==> src/rtl/alu_issue_decode_pkg.sv <==
// Shared types and encodings for the RV32I decode/issue stage.
// Holds ALU operation codes, RV32I major opcodes, the immediate bundle
// and the packed issue payload handed to the execute stage.
package alu_issue_decode_pkg;

  // ALU operation codes as understood by the downstream 14-op ALU
  localparam logic [3:0] ALU_EQ  = 4'd0;
  localparam logic [3:0] ALU_NE  = 4'd1;
  localparam logic [3:0] ALU_LT  = 4'd2;
  localparam logic [3:0] ALU_GE  = 4'd3;
  localparam logic [3:0] ALU_LTU = 4'd4;
  localparam logic [3:0] ALU_GEU = 4'd5;
  localparam logic [3:0] ALU_ADD = 4'd6;
  localparam logic [3:0] ALU_XOR = 4'd7;
  localparam logic [3:0] ALU_OR  = 4'd8;
  localparam logic [3:0] ALU_AND = 4'd9;
  localparam logic [3:0] ALU_SUB = 4'd10;
  localparam logic [3:0] ALU_SLL = 4'd11;
  localparam logic [3:0] ALU_SRL = 4'd12;
  localparam logic [3:0] ALU_SRA = 4'd13;

  // RV32I major opcodes (inInstr[6:0])
  localparam logic [6:0] OPC_OP     = 7'b0110011;
  localparam logic [6:0] OPC_OP_IMM = 7'b0010011;
  localparam logic [6:0] OPC_LUI    = 7'b0110111;
  localparam logic [6:0] OPC_AUIPC  = 7'b0010111;
  localparam logic [6:0] OPC_JAL    = 7'b1101111;
  localparam logic [6:0] OPC_JALR   = 7'b1100111;
  localparam logic [6:0] OPC_BRANCH = 7'b1100011;
  localparam logic [6:0] OPC_LOAD   = 7'b0000011;
  localparam logic [6:0] OPC_STORE  = 7'b0100011;

  typedef struct packed {
    logic [31:0] i;
    logic [31:0] s;
    logic [31:0] b;
    logic [31:0] u;
    logic [31:0] j;
  } imm_t;

  typedef struct packed {
    logic [3:0]  operation;
    logic [31:0] data_in0;
    logic [31:0] data_in1;
    logic [31:0] imm;
    logic [31:0] pc;
    logic [31:0] store_data;
    logic [4:0]  rd;
    logic        wb_en;
    logic        set_lsb;
    logic        branch;
    logic        jump;
    logic        mem_read;
    logic        mem_write;
    logic        illegal;
  } issue_t;

endpackage

==> src/rtl/alu_issue_decode_if.sv <==
// Handshake bundles around the decode/issue stage.
// req: instruction + PC + register operands from the regfile read stage.
// iss: registered issue payload towards the execute stage.
interface alu_issue_decode_req_if;
  import alu_issue_decode_pkg::*;
  logic        vld;
  logic        rdy;
  logic [31:0] instr;
  logic [31:0] pc;
  logic [31:0] rs1_dat;
  logic [31:0] rs2_dat;
  modport master (output vld, instr, pc, rs1_dat, rs2_dat, input rdy);
  modport slave  (input vld, instr, pc, rs1_dat, rs2_dat, output rdy);
endinterface

interface alu_issue_decode_iss_if;
  import alu_issue_decode_pkg::*;
  logic   vld;
  logic   rdy;
  issue_t dat;
  modport master (output vld, dat, input rdy);
  modport slave  (input vld, dat, output rdy);
endinterface

==> src/rtl/alu_issue_decode_imm_gen.sv <==
// Combinational RV32I immediate extraction (I/S/B/U/J), all sign-extended
// from instr[31].  Ports: instr (raw word) in, imm (bundle of five forms) out.
// Zero latency, no state.
module alu_issue_decode_imm_gen
  import alu_issue_decode_pkg::*;
(
  input  logic [31:0] instr,
  output imm_t        imm
);

  always_comb begin
    imm.i = {{20{instr[31]}}, instr[31:20]};
    imm.s = {{20{instr[31]}}, instr[31:25], instr[11:7]};
    imm.b = {{19{instr[31]}}, instr[31], instr[7], instr[30:25], instr[11:8], 1'b0};
    imm.u = {instr[31:12], 12'b0};
    imm.j = {{11{instr[31]}}, instr[31], instr[19:12], instr[20], instr[30:21], 1'b0};
  end

endmodule

==> src/rtl/alu_issue_decode.sv <==
// RV32I decode/issue stage: decodes one instruction per cycle into ALU op,
// operands and side-band flags. Latency 1 (registered output). Backpressure:
// SKID_EN=1 adds a skid entry so req.rdy is a pure flop (!skid full);
// SKID_EN=0 uses req.rdy = !out_vld | iss.rdy.
// Ports: clk, rst_n (async active-low), flush (sync kill), req (slave), iss (master).
module alu_issue_decode
  import alu_issue_decode_pkg::*;
#(
  parameter bit SKID_EN = 1'b1,
  parameter bit ILL_WB  = 1'b0
) (
  input  logic                    clk,
  input  logic                    rst_n,
  input  logic                    flush,
  alu_issue_decode_req_if.slave   req,
  alu_issue_decode_iss_if.master  iss
);

  imm_t        imm;
  issue_t      dec;
  logic [6:0]  opc;
  logic [2:0]  f3;
  logic [6:0]  f7;
  logic        ill;
  logic        wr;
  logic        rd_nz;

  assign opc   = req.instr[6:0];
  assign f3    = req.instr[14:12];
  assign f7    = req.instr[31:25];
  assign rd_nz = |req.instr[11:7];

  alu_issue_decode_imm_gen u_imm_gen (
    .instr (req.instr),
    .imm   (imm)
  );

  always_comb begin
    dec           = '0;
    dec.pc        = req.pc;
    dec.rd        = req.instr[11:7];
    dec.operation = ALU_ADD;
    ill           = 1'b0;
    wr            = 1'b0;
    unique case (opc)
      OPC_OP, OPC_OP_IMM: begin
        wr            = 1'b1;
        dec.data_in0  = req.rs1_dat;
        dec.data_in1  = (opc == OPC_OP) ? req.rs2_dat : imm.i;
        dec.imm       = (opc == OPC_OP) ? 32'd0 : imm.i;
        unique case (f3)
          3'b000: dec.operation = (opc == OPC_OP && f7[5]) ? ALU_SUB : ALU_ADD;
          3'b001: dec.operation = ALU_SLL;
          3'b010: begin dec.operation = ALU_LT;  dec.set_lsb = 1'b1; end
          3'b011: begin dec.operation = ALU_LTU; dec.set_lsb = 1'b1; end
          3'b100: dec.operation = ALU_XOR;
          3'b101: dec.operation = f7[5] ? ALU_SRA : ALU_SRL;
          3'b110: dec.operation = ALU_OR;
          default: dec.operation = ALU_AND;
        endcase
        // Immediate shifts carry a funct7 in imm[11:5]; only the two
        // shift encodings are meaningful there.
        if (opc == OPC_OP_IMM && (f3 == 3'b001 || f3 == 3'b101) &&
            f7 != 7'b0000000 && f7 != 7'b0100000)
          ill = 1'b1;
      end
      OPC_LUI: begin
        wr           = 1'b1;
        dec.data_in1 = imm.u;
        dec.imm      = imm.u;
      end
      OPC_AUIPC: begin
        wr           = 1'b1;
        dec.data_in0 = req.pc;
        dec.data_in1 = imm.u;
        dec.imm      = imm.u;
      end
      OPC_JAL, OPC_JALR: begin
        // The ALU computes the link value; the target offset rides in imm.
        wr           = 1'b1;
        dec.jump     = 1'b1;
        dec.data_in0 = req.pc;
        dec.data_in1 = 32'd4;
        dec.imm      = (opc == OPC_JAL) ? imm.j : imm.i;
      end
      OPC_BRANCH: begin
        dec.branch   = 1'b1;
        dec.data_in0 = req.rs1_dat;
        dec.data_in1 = req.rs2_dat;
        dec.imm      = imm.b;
        unique case (f3)
          3'b000: dec.operation = ALU_EQ;
          3'b001: dec.operation = ALU_NE;
          3'b100: dec.operation = ALU_LT;
          3'b101: dec.operation = ALU_GE;
          3'b110: dec.operation = ALU_LTU;
          3'b111: dec.operation = ALU_GEU;
          default: ill = 1'b1;
        endcase
      end
      OPC_LOAD: begin
        wr           = 1'b1;
        dec.mem_read = 1'b1;
        dec.data_in0 = req.rs1_dat;
        dec.data_in1 = imm.i;
        dec.imm      = imm.i;
      end
      OPC_STORE: begin
        dec.mem_write  = 1'b1;
        dec.data_in0   = req.rs1_dat;
        dec.data_in1   = imm.s;
        dec.imm        = imm.s;
        dec.store_data = req.rs2_dat;
      end
      default: ill = 1'b1;
    endcase
    if (req.instr[1:0] != 2'b11)
      ill = 1'b1;
    if (ill) begin
      dec           = '0;
      dec.pc        = req.pc;
      dec.rd        = req.instr[11:7];
      dec.operation = ALU_ADD;
      dec.illegal   = 1'b1;
      dec.wb_en     = ILL_WB && rd_nz;
    end else begin
      dec.wb_en     = wr && rd_nz;
    end
  end

  issue_t out_q;
  issue_t skid_q;
  logic   out_vld_q;
  logic   skid_vld_q;
  logic   out_free;
  logic   accept;

  assign out_free = !out_vld_q || iss.rdy;
  assign req.rdy  = SKID_EN ? !skid_vld_q : out_free;
  assign accept   = req.vld && req.rdy;
  assign iss.vld  = out_vld_q;
  assign iss.dat  = out_q;

  // The skid slot only fills while the output is stalled and, being full,
  // blocks acceptance; so it never has to be refilled in the same cycle it
  // drains into the output register.
  always_ff @(posedge clk or negedge rst_n) begin
    if (!rst_n) begin
      out_q      <= '0;
      skid_q     <= '0;
      out_vld_q  <= 1'b0;
      skid_vld_q <= 1'b0;
    end else if (flush) begin
      out_vld_q  <= 1'b0;
      skid_vld_q <= 1'b0;
    end else if (out_free) begin
      if (skid_vld_q) begin
        out_q      <= skid_q;
        out_vld_q  <= 1'b1;
        skid_vld_q <= 1'b0;
      end else begin
        out_vld_q <= accept;
        if (accept)
          out_q <= dec;
      end
    end else if (accept) begin
      skid_q     <= dec;
      skid_vld_q <= 1'b1;
    end
  end

endmodule
==> src/flat_wrapper.sv <==
// flat-port wrapper written by rule: the top's interface ports become plain ports
module alu_issue_decode_flat import alu_issue_decode_pkg::*;
#(
  parameter bit SKID_EN = 1'b1,
  parameter bit ILL_WB  = 1'b0
)
  (clk, rst_n, flush, req_vld, req_instr, req_pc, req_rs1_dat, req_rs2_dat, req_rdy, iss_vld, iss_dat, iss_rdy);
  alu_issue_decode_req_if req_i ();
  alu_issue_decode_iss_if iss_i ();
  input  logic clk;
  input  logic rst_n;
  input  logic flush;
  input wire logic [$bits(req_i.vld)-1:0] req_vld;
  input wire logic [$bits(req_i.instr)-1:0] req_instr;
  input wire logic [$bits(req_i.pc)-1:0] req_pc;
  input wire logic [$bits(req_i.rs1_dat)-1:0] req_rs1_dat;
  input wire logic [$bits(req_i.rs2_dat)-1:0] req_rs2_dat;
  output wire logic [$bits(req_i.rdy)-1:0] req_rdy;
  output wire logic [$bits(iss_i.vld)-1:0] iss_vld;
  output wire logic [$bits(iss_i.dat)-1:0] iss_dat;
  input wire logic [$bits(iss_i.rdy)-1:0] iss_rdy;
  assign req_i.vld = req_vld;
  assign req_i.instr = req_instr;
  assign req_i.pc = req_pc;
  assign req_i.rs1_dat = req_rs1_dat;
  assign req_i.rs2_dat = req_rs2_dat;
  assign req_rdy = req_i.rdy;
  assign iss_vld = iss_i.vld;
  assign iss_dat = iss_i.dat;
  assign iss_i.rdy = iss_rdy;
  alu_issue_decode #(.SKID_EN(SKID_EN), .ILL_WB(ILL_WB)) u_core (.clk(clk), .rst_n(rst_n), .flush(flush), .req(req_i), .iss(iss_i));
endmodule
==> config.mk <==
export PLATFORM = sky130hd
export DESIGN_NAME = alu_issue_decode_flat
export DESIGN_NICKNAME = d
export VERILOG_FILES = /design/src/rtl/alu_issue_decode_pkg.sv /design/src/rtl/alu_issue_decode_if.sv /design/src/rtl/alu_issue_decode_imm_gen.sv /design/src/rtl/alu_issue_decode.sv /design/src/flat_wrapper.sv
export SDC_FILE = /design/constraint.sdc
export NUM_CORES = 1
export LEC_CHECK = 0
export CAP_MARGIN = 20
export CELL_PAD_IN_SITES_DETAIL_PLACEMENT = 1
export CELL_PAD_IN_SITES_GLOBAL_PLACEMENT = 2
export CORE_ASPECT_RATIO = 1.75
export CORE_MARGIN = 10
export CORE_UTILIZATION = 33
export CTS_BUF_LIST = sky130_fd_sc_hd__clkbuf_4
export DETAILED_ROUTE_END_ITERATION = 10
export PLACE_DENSITY = 0.89
export SYNTH_ARGS = -nofsm -noshare
export SYNTH_HDL_FRONTEND = slang
export SYNTH_SLANG_ARGS = --single-unit
==> constraint.sdc <==
create_clock -name clk -period 2.5 [get_ports clk]
set_input_delay 0.5 -clock clk [delete_from_list [all_inputs] [get_ports clk]]
set_output_delay 0.5 -clock clk [all_outputs]
set_load 0.05 [all_outputs]
# Word level (Yosys, flattened, before mapping)

Cells that the tools add are included.

Output and inout bits: 178
Flip-flop bits (word level): 354
Logic and storage cells: 110
Input bits: 133

Reduce and logical (&&, ||, !) cells: 27
Equal/unequal tests: 18
Bitwise logic cells: 2
Muxes and demuxes: 33

Operator list:

| cell                                                   | number |
|---|---|
| case mux 64 bit (6 select lines)                       | 1 |
| 2-to-1 mux 176 bit                                     | 2 |
| 2-to-1 mux 169 bit                                     | 1 |
| 2-to-1 mux 32 bit                                      | 3 |
| case mux 32 bit (2 select lines)                       | 1 |
| case mux 4 bit (7 select lines)                        | 1 |
| == test 7 x 6 -> 1 bit (second input constant)         | 3 |
| == test 7 bit (second input constant)                  | 3 |
| 2-to-1 mux 20 bit                                      | 1 |
| 2-to-1 mux 1 bit                                       | 18 |
| case mux 3 bit (6 select lines)                        | 1 |
| == test 7 x 5 -> 1 bit (second input constant)         | 2 |
| == test 3 bit (second input constant)                  | 4 |
| OR reduction 6 bit                                     | 2 |
| OR reduction 5 bit                                     | 2 |
| case mux 4 bit (2 select lines)                        | 1 |
| OR reduction 2 bit                                     | 4 |
| == test 7 x 2 -> 1 bit (second input constant)         | 1 |
| inequality test 7 x 6 -> 1 bit (second input constant) | 1 |
| nonzero test 7 bit                                     | 1 |
| OR reduction 7 bit                                     | 1 |
| == test 3 x 2 -> 1 bit (second input constant)         | 2 |
| logical AND 1 bit                                      | 6 |
| 2-to-1 mux 6 bit                                       | 1 |
| 12 further kinds                                       | 17 |

# Logic depth before layout (Yosys ltp)

Gate-level depths: netlist of the first run.

Depth in word-level cells: 11
Gate-level depth with buffers: 9
Gate-level depth less buffers: 6

# Cells and area by module

Synthesis of the first run repeated with hierarchy kept, for this count alone.

Cell total of the unflattened synthesis: 2006
Area, all modules: 18540.3 um2

Modules (own cells, without submodules):

| module                   | times used | sequential area each (um2) | cells each | area an instance (um2) |
|---|---|---|---|---|
| alu_issue_decode         | 1          | 8858.5                     | 1845       | 17335.4 |
| alu_issue_decode_imm_gen | 1          | 0.0                        | 161        | 1204.9 |

# Least setup slack after synthesis of the first run

OpenSTA, ideal clock, no wires.

Path type: register to register
Start point: register u_core.out_vld_q (netlist: u_core.iss.vld)
End point: register u_core.skid_q[174] (netlist name)
Stages on the path, launching flop included: 7
Required time: 2.359 ns
Path buffers: 3
Arrival: 1.891 ns
Clock period less this slack: 2.033 ns
Slack: 0.467 ns
Cell sequence: dfrtp_1 nor2b_1 and4_1 clkbuf_1 clkbuf_1 clkbuf_1 a31oi_1

Cells in the longest elaborated chain, start to end: 4

Ends and longest elaborated chain:

| item                          | RTL line                | text |
|---|---|---|
| from (decl)                   | alu_issue_decode.sv:133 | `logic out_vld_q;` |
| from (signal assigned)        | alu_issue_decode.sv:162 | `out_vld_q <= accept;` |
| logical NOT 1 bit             | alu_issue_decode.sv:138 | `assign out_free = !out_vld_q \|\| iss.rdy;` |
| logical OR 1 bit              | alu_issue_decode.sv:138 |  |
| NOT 1 bit (no line)           | n/a                     |  |
| AND reduction 3 bit (no line) | n/a                     |  |
| to (signal assigned)          | alu_issue_decode.sv:150 | `skid_q <= '0;` |
| to (signal assigned)          | alu_issue_decode.sv:167 | `skid_q <= dec;` |
| to (decl)                     | alu_issue_decode.sv:132 | `issue_t skid_q;` |

No other way between the ends.
A chain may end at the register's enable or synchronous reset.

# Worst setup path after layout of the first run

Start point: register u_core.out_q, in the netlist u_core.iss.dat[133]
End point: output port iss_dat[133]

RTL lines:

| item                   | RTL line                | text |
|---|---|---|
| from (decl)            | alu_issue_decode.sv:131 | `issue_t out_q;` |
| from (signal assigned) | alu_issue_decode.sv:158 | `out_q <= skid_q;` |
| to (decl)              | flat_wrapper.sv:20      | `output wire logic [$bits(iss_i.dat)-1:0] iss_dat;` |

No word-level cell between the ends.

==> summary.md, run 1 <==
| Metric | Value |
|---|---|
| Hold WC Path Type | `in -> async` |
| DR WL/cell | `23.3 microns` |
| Cts bufs inserted | `88` |
| Largest net degree at the start of global routing | `89` |
| Sequential share of power | `44.1%` |
| Switching share of power | `34.3%` |
| Vias in the first global route | `16617` |
| Vert. Die Dim | `311 microns` |
| CTS Buffer Depth | `3` |
| Final Routed Wirelength | `65.2 mm` |
| Gpl congestion | `0.869` |
| RR Endpoint | `u_core.skid_q[167]$_DFFE_PN0P_` |
| Via count | `15209` |
| Final std cells w/o fill | `2796` |
| HPWL after detailed placement | `46.9 mm` |
| Design Area, Final | `21600 sq um` |
| Slowest cell on crit path | `clkdlybuf4s50_1` |
| DP Cell Count | `2643` |
| Area occupied by multi-input gates | `6540 sq um` |
| Post-layout util | `45.1%` |
| CP Buf/Inv Count | `1` |
| Crit path kind | `reg -> out` |
| Ys Warns | `0` |
| Synthesis-to-layout area growth | `35.1%` |
| Total GRT Usage | `22.0%` |
| Cell area after synthesis | `16000 sq um` |
| Placed Area | `20600 sq um` |
| TritonCTS clock tree | `yes` |
| Critical path required time | `2.00 ns` |
| CP endpoint | `iss_dat[133]` |
| WP depth | `1` |
| Critical path, cell by cell | `clkdlybuf4s50_1` |
| Sequential Area | `8860 sq um` |
| Critical Path Start | `u_core.iss.dat[133]$_DFFE_PN0P_` |
| Most common cell after layout, fill and taps aside | `nand2_1` |
| Slew Limit Fails | `0` |
| CP endpoint kind | `primary output` |
| Skew-Pair Late Insertion Delay | `0.81 ns` |
| Slew HR | `29.0%` |
| DR vias/cell | `5.44` |
| Initial antenna violation count | `7` |
| Initial Util | `33.4%` |
| Worst setup SP type | `flop` |
| H-tree depth | `3` |
| Gate power share | `22.1%` |
| Synth cell types | `58` |
| Post-DRT Antenna Nets | `0` |
| # fillers | `5503` |
| Syn_nets | `1850` |
| Worst path max stage delay | `0.81 ns` |
| Worst reg2reg path depth | `6` |
| Most frequent cells in the layout | `nand2_1, dfrtp_1, dlygate4sd2_1, clkdlybuf4s50_1, clkbuf_4` |
| DIE WIDTH | `186 microns` |
| Clock sinks | `354` |
| Register area share after synthesis | `55.4%` |
| Crit path DAT | `1.92 ns` |
| Clock group share of total power | `33.7%` |
| Max VDD drop | `0.326 mV` |
| EDFF count, synth | `0` |
| Internal power | `9670 uW` |
| Worst slew pin tran | `1.07 ns` |
| Avg Inst Size Synth | `9.33 sq um` |
| Pre-Repair DR Iteration Count | `5` |
| Worst Skew | `0.0586 ns` |
| Ys async rst share | `100%` |
| Min Tclk post-route | `2.42 ns` |
| Main synth FF type | `dfrtp_1` |
| DRC | `0` |
| DIE AREA | `58000 sq um` |
| Synth Register Bits | `354` |
| Ports | `311` |
| Max Clk Rate | `413 MHz` |
| Worst flop-to-flop path startpoint | `u_core.skid_vld_q$_DFFE_PN0P_` |
| Initial DRC Count | `917` |
| CTS root buffer | `clkbuf_4` |
| Peak fanout along the critical path | `2` |
| Max-Cap Viols | `0` |
| Layout cells sized above 1 | `13.8%` |
| Syn Inst Count | `1714` |
| CORE AREA | `47900 sq um` |
| Final period utilization | `96.8%` |
| Fin nets | `2224` |
| Total gr overflow | `0` |
| Crit path max-delay family | `buffers and inverters` |
| Global-route wire length before repair | `101 mm` |
| Number of I/O port buffers | `310` |
| PwrDens | `682 nW/um^2` |
| Clock-pin slew on the worst setup and hold paths | `0.07 ns` |
| Row count | `106` |
| Worst R2R Setup Slack | `0.48 ns` |
| Hold Fails Final Rpt | `0` |
| Switch Pwr | `5050 uW` |
| # setup viols final | `0` |
| Status | `complete, no violations` |
| Leak pwr | `0.00995 uW` |
==> what timing repair did <==
| action | 4_1_cts | 5_1_grt |
|---|---|---|
| setup endpoints to repair | 163 | 6 |
| endpoints found under the hold margin | 49 | 0 |
| setup buffers | 0 | 1 |
| gates cloned | 0 | 1 |
| hold buffers | 1 | 0 |
| resized for setup | 165 | 6 |
| pin swaps | 0 | 0 |
==> cell type report <==
cell class / count / share of cell area (%)
diodes: 4 / 0.0463
multi-input cells: 1203 / 30.3
inverters: 6 / 0.122
well taps: 648 / 3.75
repair buffers: 435 / 19.7
flip-flops and latches: 354 / 41.0
clock inverters: 21 / 0.741
clock buffers: 125 / 4.34
==> registers in the layout, summed over array words and instances, names as in the netlist <==
signal,flops
u_core.iss.dat,176
u_core.iss.vld,1
u_core.skid_q,176
u_core.skid_vld_q,1
==> through the flow <==
step / setup slack [ns] / hold WS (ns) / power (uW) / setup TNS, ns
floorplan: 0.467 / 0.204 / 8430 / 0
global placement: -0.121 / 0.453 / 10000 / -7.31
detailed placement: -0.181 / 0.461 / 10100 / -16.78
CTS: 0.00116 / 0.175 / 15000 / 0
global route: -0.00921 / 0.205 / 15500 / -0.0281
finish: 0.0788 / 0.230 / 14700 / 0
==> worst min-delay path by stage <==
stage	from	to	depth (start not counted)
floorplan	rst_n	u_core.iss.dat[0]$_DFFE_PN0P_	0
global placement	u_core.skid_q[125]$_DFFE_PN0P_	u_core.skid_q[125]$_DFFE_PN0P_	2
detailed placement	u_core.skid_q[126]$_DFFE_PN0P_	u_core.skid_q[126]$_DFFE_PN0P_	2
finish	rst_n	u_core.iss.dat[16]$_DFFE_PN0P_	2
global route	rst_n	u_core.iss.dat[16]$_DFFE_PN0P_	2
CTS	rst_n	u_core.iss.dat[16]$_DFFE_PN0P_	2
==> power groups by stage <==
stage | registers, uW | logic [uW] | clock network, uW
after global routing | 6550 | 3470 | 5480
after CTS | 6500 | 3300 | 5170
after floorplan | 7710 | 723 | 0
final | 6500 | 3260 | 4970
after global placement | 6600 | 3420 | 0
after detailed placement | 6620 | 3500 | 0
==> metal layers <==
metal / up-vias / global-route usage, % / wire (microns)
li1: 6873 / - / -
met3: 128 / 4.73 / 3630
met4: 8 / 12.4 / 3210
met2: 501 / 38.6 / 33700
met5: - / 0 / 40
met1: 7699 / 24.1 / 24500
==> cells by family after synthesis <==
kind of cell             Yosys count  synth area share, %
flip-flops                       354                 55.4
multiplexers                      44                 2.78
adder cells (fa/ha/maj)            4                0.297
buffers and inverters            157                 4.04
XOR/XNOR                           2                0.110
AND/OR/NAND/NOR                  643                 17.1
AO/OA/AOI/OAI                    510                 20.3
==> cells in the mapped netlist, drive strengths merged, types with 5 or more instances <==
cell type  number  area [sq um]
a21oi         121           609
a221oi         25           219
a22o            5          43.8
a22oi          51           383
a31oi          35           225
and2            5          31.3
and3           39           244
buf            38           200
clkbuf        113           424
dfrtp         354          8860
inv             6          22.5
mux2i          40           400
nand2         379          1430
nand3          70           350
nor2          115           434
nor2b           5          31.3
nor3            6          35.0
o21ai         110           551
o22ai          64           407
o31ai          88           711
Note: power is estimated with default switching activity, not from simulation.
==> inputs of run 2 (changes only) <==
--- a/config.mk
+++ b/config.mk
@@ -14,6 +14,8 @@
 export CTS_BUF_LIST = sky130_fd_sc_hd__clkbuf_4
 export DETAILED_ROUTE_END_ITERATION = 10
 export PLACE_DENSITY = 0.89
+export REMOVE_ABC_BUFFERS = 1
+export SKIP_CTS_REPAIR_TIMING = 1
 export SYNTH_ARGS = -nofsm -noshare
 export SYNTH_HDL_FRONTEND = slang
 export SYNTH_SLANG_ARGS = --single-unit
==> run 2 against run 1 <==
Against the previous run: final cell count increased by 0.21%; total power increased by 3.2%; first-iteration DRC count fell by 15%; non-clock buffer count decreased by 2; final area is 3.2% higher; sequential power about the same; clock skew shrank 0.013 ns; critical path depth unchanged; core utilization up 1.4 points; sequential share of layout area fell by 1.3 points; die area unchanged.
==> summary.md, run 2 (synthesized netlist as in run 1, its figures left out) <==
| Metric | Value |
|---|---|
| Status | `complete, no violations (unchanged)` |
| Vert. Die Dim | `311 microns (unchanged)` |
| Most common cell after layout, fill and taps aside | `nand2_1 (unchanged)` |
| CP Buf/Inv Count | `1 (unchanged)` |
| Slowest cell on crit path | `clkdlybuf4s50_1 (unchanged)` |
| Clock-pin slew on the worst setup and hold paths | `0.06 ns (was 0.07 ns)` |
| Crit path DAT | `1.92 ns (about the same)` |
| Final Routed Wirelength | `63.9 mm (was 65.2 mm)` |
| Min Tclk post-route | `2.42 ns (about the same)` |
| CORE AREA | `47900 sq um (unchanged)` |
| Worst path max stage delay | `0.81 ns (about the same)` |
| WP depth | `1 (unchanged)` |
| CP endpoint | `iss_dat[150] (was iss_dat[133])` |
| Critical Path Start | `u_core.iss.dat[150]$_DFFE_PN0P_ (was u_core.iss.dat[133]$_DFFE_PN0P_)` |
| DIE AREA | `58000 sq um (unchanged)` |
| Design Area, Final | `22300 sq um (was 21600 sq um)` |
| Skew-Pair Late Insertion Delay | `0.79 ns (was 0.81 ns)` |
| H-tree depth | `3 (unchanged)` |
| DR vias/cell | `5.40 (was 5.44)` |
| Hold WC Path Type | `in -> async (unchanged)` |
| Slew HR | `55.2% (was 29.0%)` |
| Total gr overflow | `0 (unchanged)` |
| Crit path max-delay family | `buffers and inverters (unchanged)` |
| Clock sinks | `354 (unchanged)` |
| PwrDens | `682 nW/um^2 (about the same)` |
| RR Endpoint | `u_core.iss.dat[143]$_DFFE_PN0P_ (was u_core.skid_q[167]$_DFFE_PN0P_)` |
| Leak pwr | `0.0117 uW (was 0.00995 uW)` |
| # fillers | `5427 (was 5503)` |
| Critical path required time | `2.00 ns (about the same)` |
| Number of I/O port buffers | `310 (unchanged)` |
| Max Clk Rate | `414 MHz (was 413 MHz)` |
| Global-route wire length before repair | `99.2 mm (was 101 mm)` |
| Synthesis-to-layout area growth | `39.4% (was 35.1%)` |
| Cts bufs inserted | `89 (was 88)` |
| Peak fanout along the critical path | `2 (unchanged)` |
| Initial antenna violation count | `3 (was 7)` |
| Slew Limit Fails | `0 (unchanged)` |
| DIE WIDTH | `186 microns (unchanged)` |
| Initial Util | `33.4% (unchanged)` |
| Worst reg2reg path depth | `6 (unchanged)` |
| Worst slew pin tran | `0.671 ns (was 1.07 ns)` |
| DRC | `0 (unchanged)` |
| Area occupied by multi-input gates | `6550 sq um (was 6540 sq um)` |
| Worst Skew | `0.0458 ns (was 0.0586 ns)` |
| Post-DRT Antenna Nets | `0 (unchanged)` |
| Via count | `15144 (was 15209)` |
| Largest net degree at the start of global routing | `81 (was 89)` |
| Row count | `106 (unchanged)` |
| Pre-Repair DR Iteration Count | `5 (unchanged)` |
| WHS | `0.228 ns (was 0.230 ns)` |
| Max VDD drop | `0.415 mV (was 0.326 mV)` |
| # setup viols final | `0 (unchanged)` |
| Max-Cap Viols | `0 (unchanged)` |
| Total GRT Usage | `21.5% (was 22.0%)` |
| Vias in the first global route | `16680 (was 16617)` |
| Tot Pwr | `15200 uW (was 14700 uW)` |
| Ports | `311 (unchanged)` |
| Post-layout util | `46.6% (was 45.1%)` |
| Worst setup SP type | `flop (unchanged)` |
| Final period utilization | `96.7% (was 96.8%)` |
| CP endpoint kind | `primary output (unchanged)` |
| Hold Fails Final Rpt | `0 (unchanged)` |
| Layout cells sized above 1 | `13.6% (was 13.8%)` |
| CTS root buffer | `clkbuf_4 (unchanged)` |
| Placed Area | `20700 sq um (was 20600 sq um)` |
| Initial DRC Count | `782 (was 917)` |
| DR WL/cell | `22.8 microns (was 23.3 microns)` |
| Gpl congestion | `0.876 (was 0.869)` |
| Fin nets | `2223 (was 2224)` |
| Worst R2R Setup Slack | `0.23 ns (was 0.48 ns)` |
| Crit path kind | `reg -> out (unchanged)` |
| HPWL after detailed placement | `45.1 mm (was 46.9 mm)` |
| Critical path, cell by cell | `clkdlybuf4s50_1 (unchanged)` |
| Most frequent cells in the layout | `nand2_1, dfrtp_1, dlymetal6s2s_1, clkdlybuf4s50_1, clkbuf_4 (was nand2_1, dfrtp_1, dlygate4sd2_1, clkdlybuf4s50_1, clkbuf_4)` |
| TritonCTS clock tree | `yes (unchanged)` |
| Sequential Area | `8860 sq um (unchanged)` |
| Setup tns final | `0 ns (unchanged)` |
| Worst flop-to-flop path startpoint | `u_core.skid_vld_q$_DFFE_PN0P_ (unchanged)` |
| CTS Buffer Depth | `3 (unchanged)` |
[run 2: cell types whose count changed in the layout (fill, tap and decap cells not counted), sizes merged]
cell	change
inv	-1
dlymetal6s2s	+167
buf	-4
clkbuf	+3
bufinv	+2
clkinv	+7
diode	-2
clkinvlp	-2
clkdlybuf4s50	-2
dlygate4sd2	-162
[run 2: power breakdown]
part / switching (uW) / internal [uW]
registers: 295 / 6200
logic: 2270 / 1150
clock network: 2500 / 2770
total: 5070 / 10100
[run 2: layer usage]
| metal | part of all wire (%) | GRT usage (%) | wire, microns | up-vias |
|---|---|---|---|---|
| li1 | - | - | - | 6876 |
| met1 | 39 | 23.5 | 24700 | 7716 |
| met2 | 52 | 38.4 | 33100 | 409 |
| met3 | 5.4 | 4.80 | 3480 | 141 |
| met4 | 4.2 | 10.2 | 2670 | 2 |
| met5 | 0.027 | 0 | 17 | - |
[run 2: final cells by class]
type	instances	share of cell area (%)
tap	648	3.64
antenna	2	0.0225
timing repair buffer	433	21.8
sequential	354	39.8
inverter	6	0.101
multi-input combinational	1203	29.4
clock inverter	27	0.949
clock buffer	129	4.34
[run 2: through the flow]
stage,setup slack [ns],cells
after floorplan,-11.27,1563
after global routing,-0.0124,2802
after CTS,-0.157,2799
after detailed placement,-0.289,2643
final,0.0823,2802
after global placement,-0.198,2643
[run 2: worst reg2reg max path: stages (launching register included)]
cell and delay, ns:
dfrtp_4 0.54, nor2_1 0.13, or3_4 0.39, nor2_1 0.46, nand3_4 0.21, buf_12 0.21, o22ai_1 0.21
[run 2: worst min-delay path by stage]
| stage | start | endpoint |
|---|---|---|
| after detailed placement | u_core.skid_q[121]$_DFFE_PN0P_ | u_core.skid_q[121]$_DFFE_PN0P_ |
| after global routing | rst_n | u_core.iss.dat[35]$_DFFE_PN0P_ |
| after floorplan | rst_n | u_core.iss.dat[0]$_DFFE_PN0P_ |
| after global placement | u_core.skid_q[125]$_DFFE_PN0P_ | u_core.skid_q[125]$_DFFE_PN0P_ |
| after CTS | rst_n | u_core.skid_q[43]$_DFFE_PN0P_ |
| final | rst_n | u_core.iss.dat[35]$_DFFE_PN0P_ |
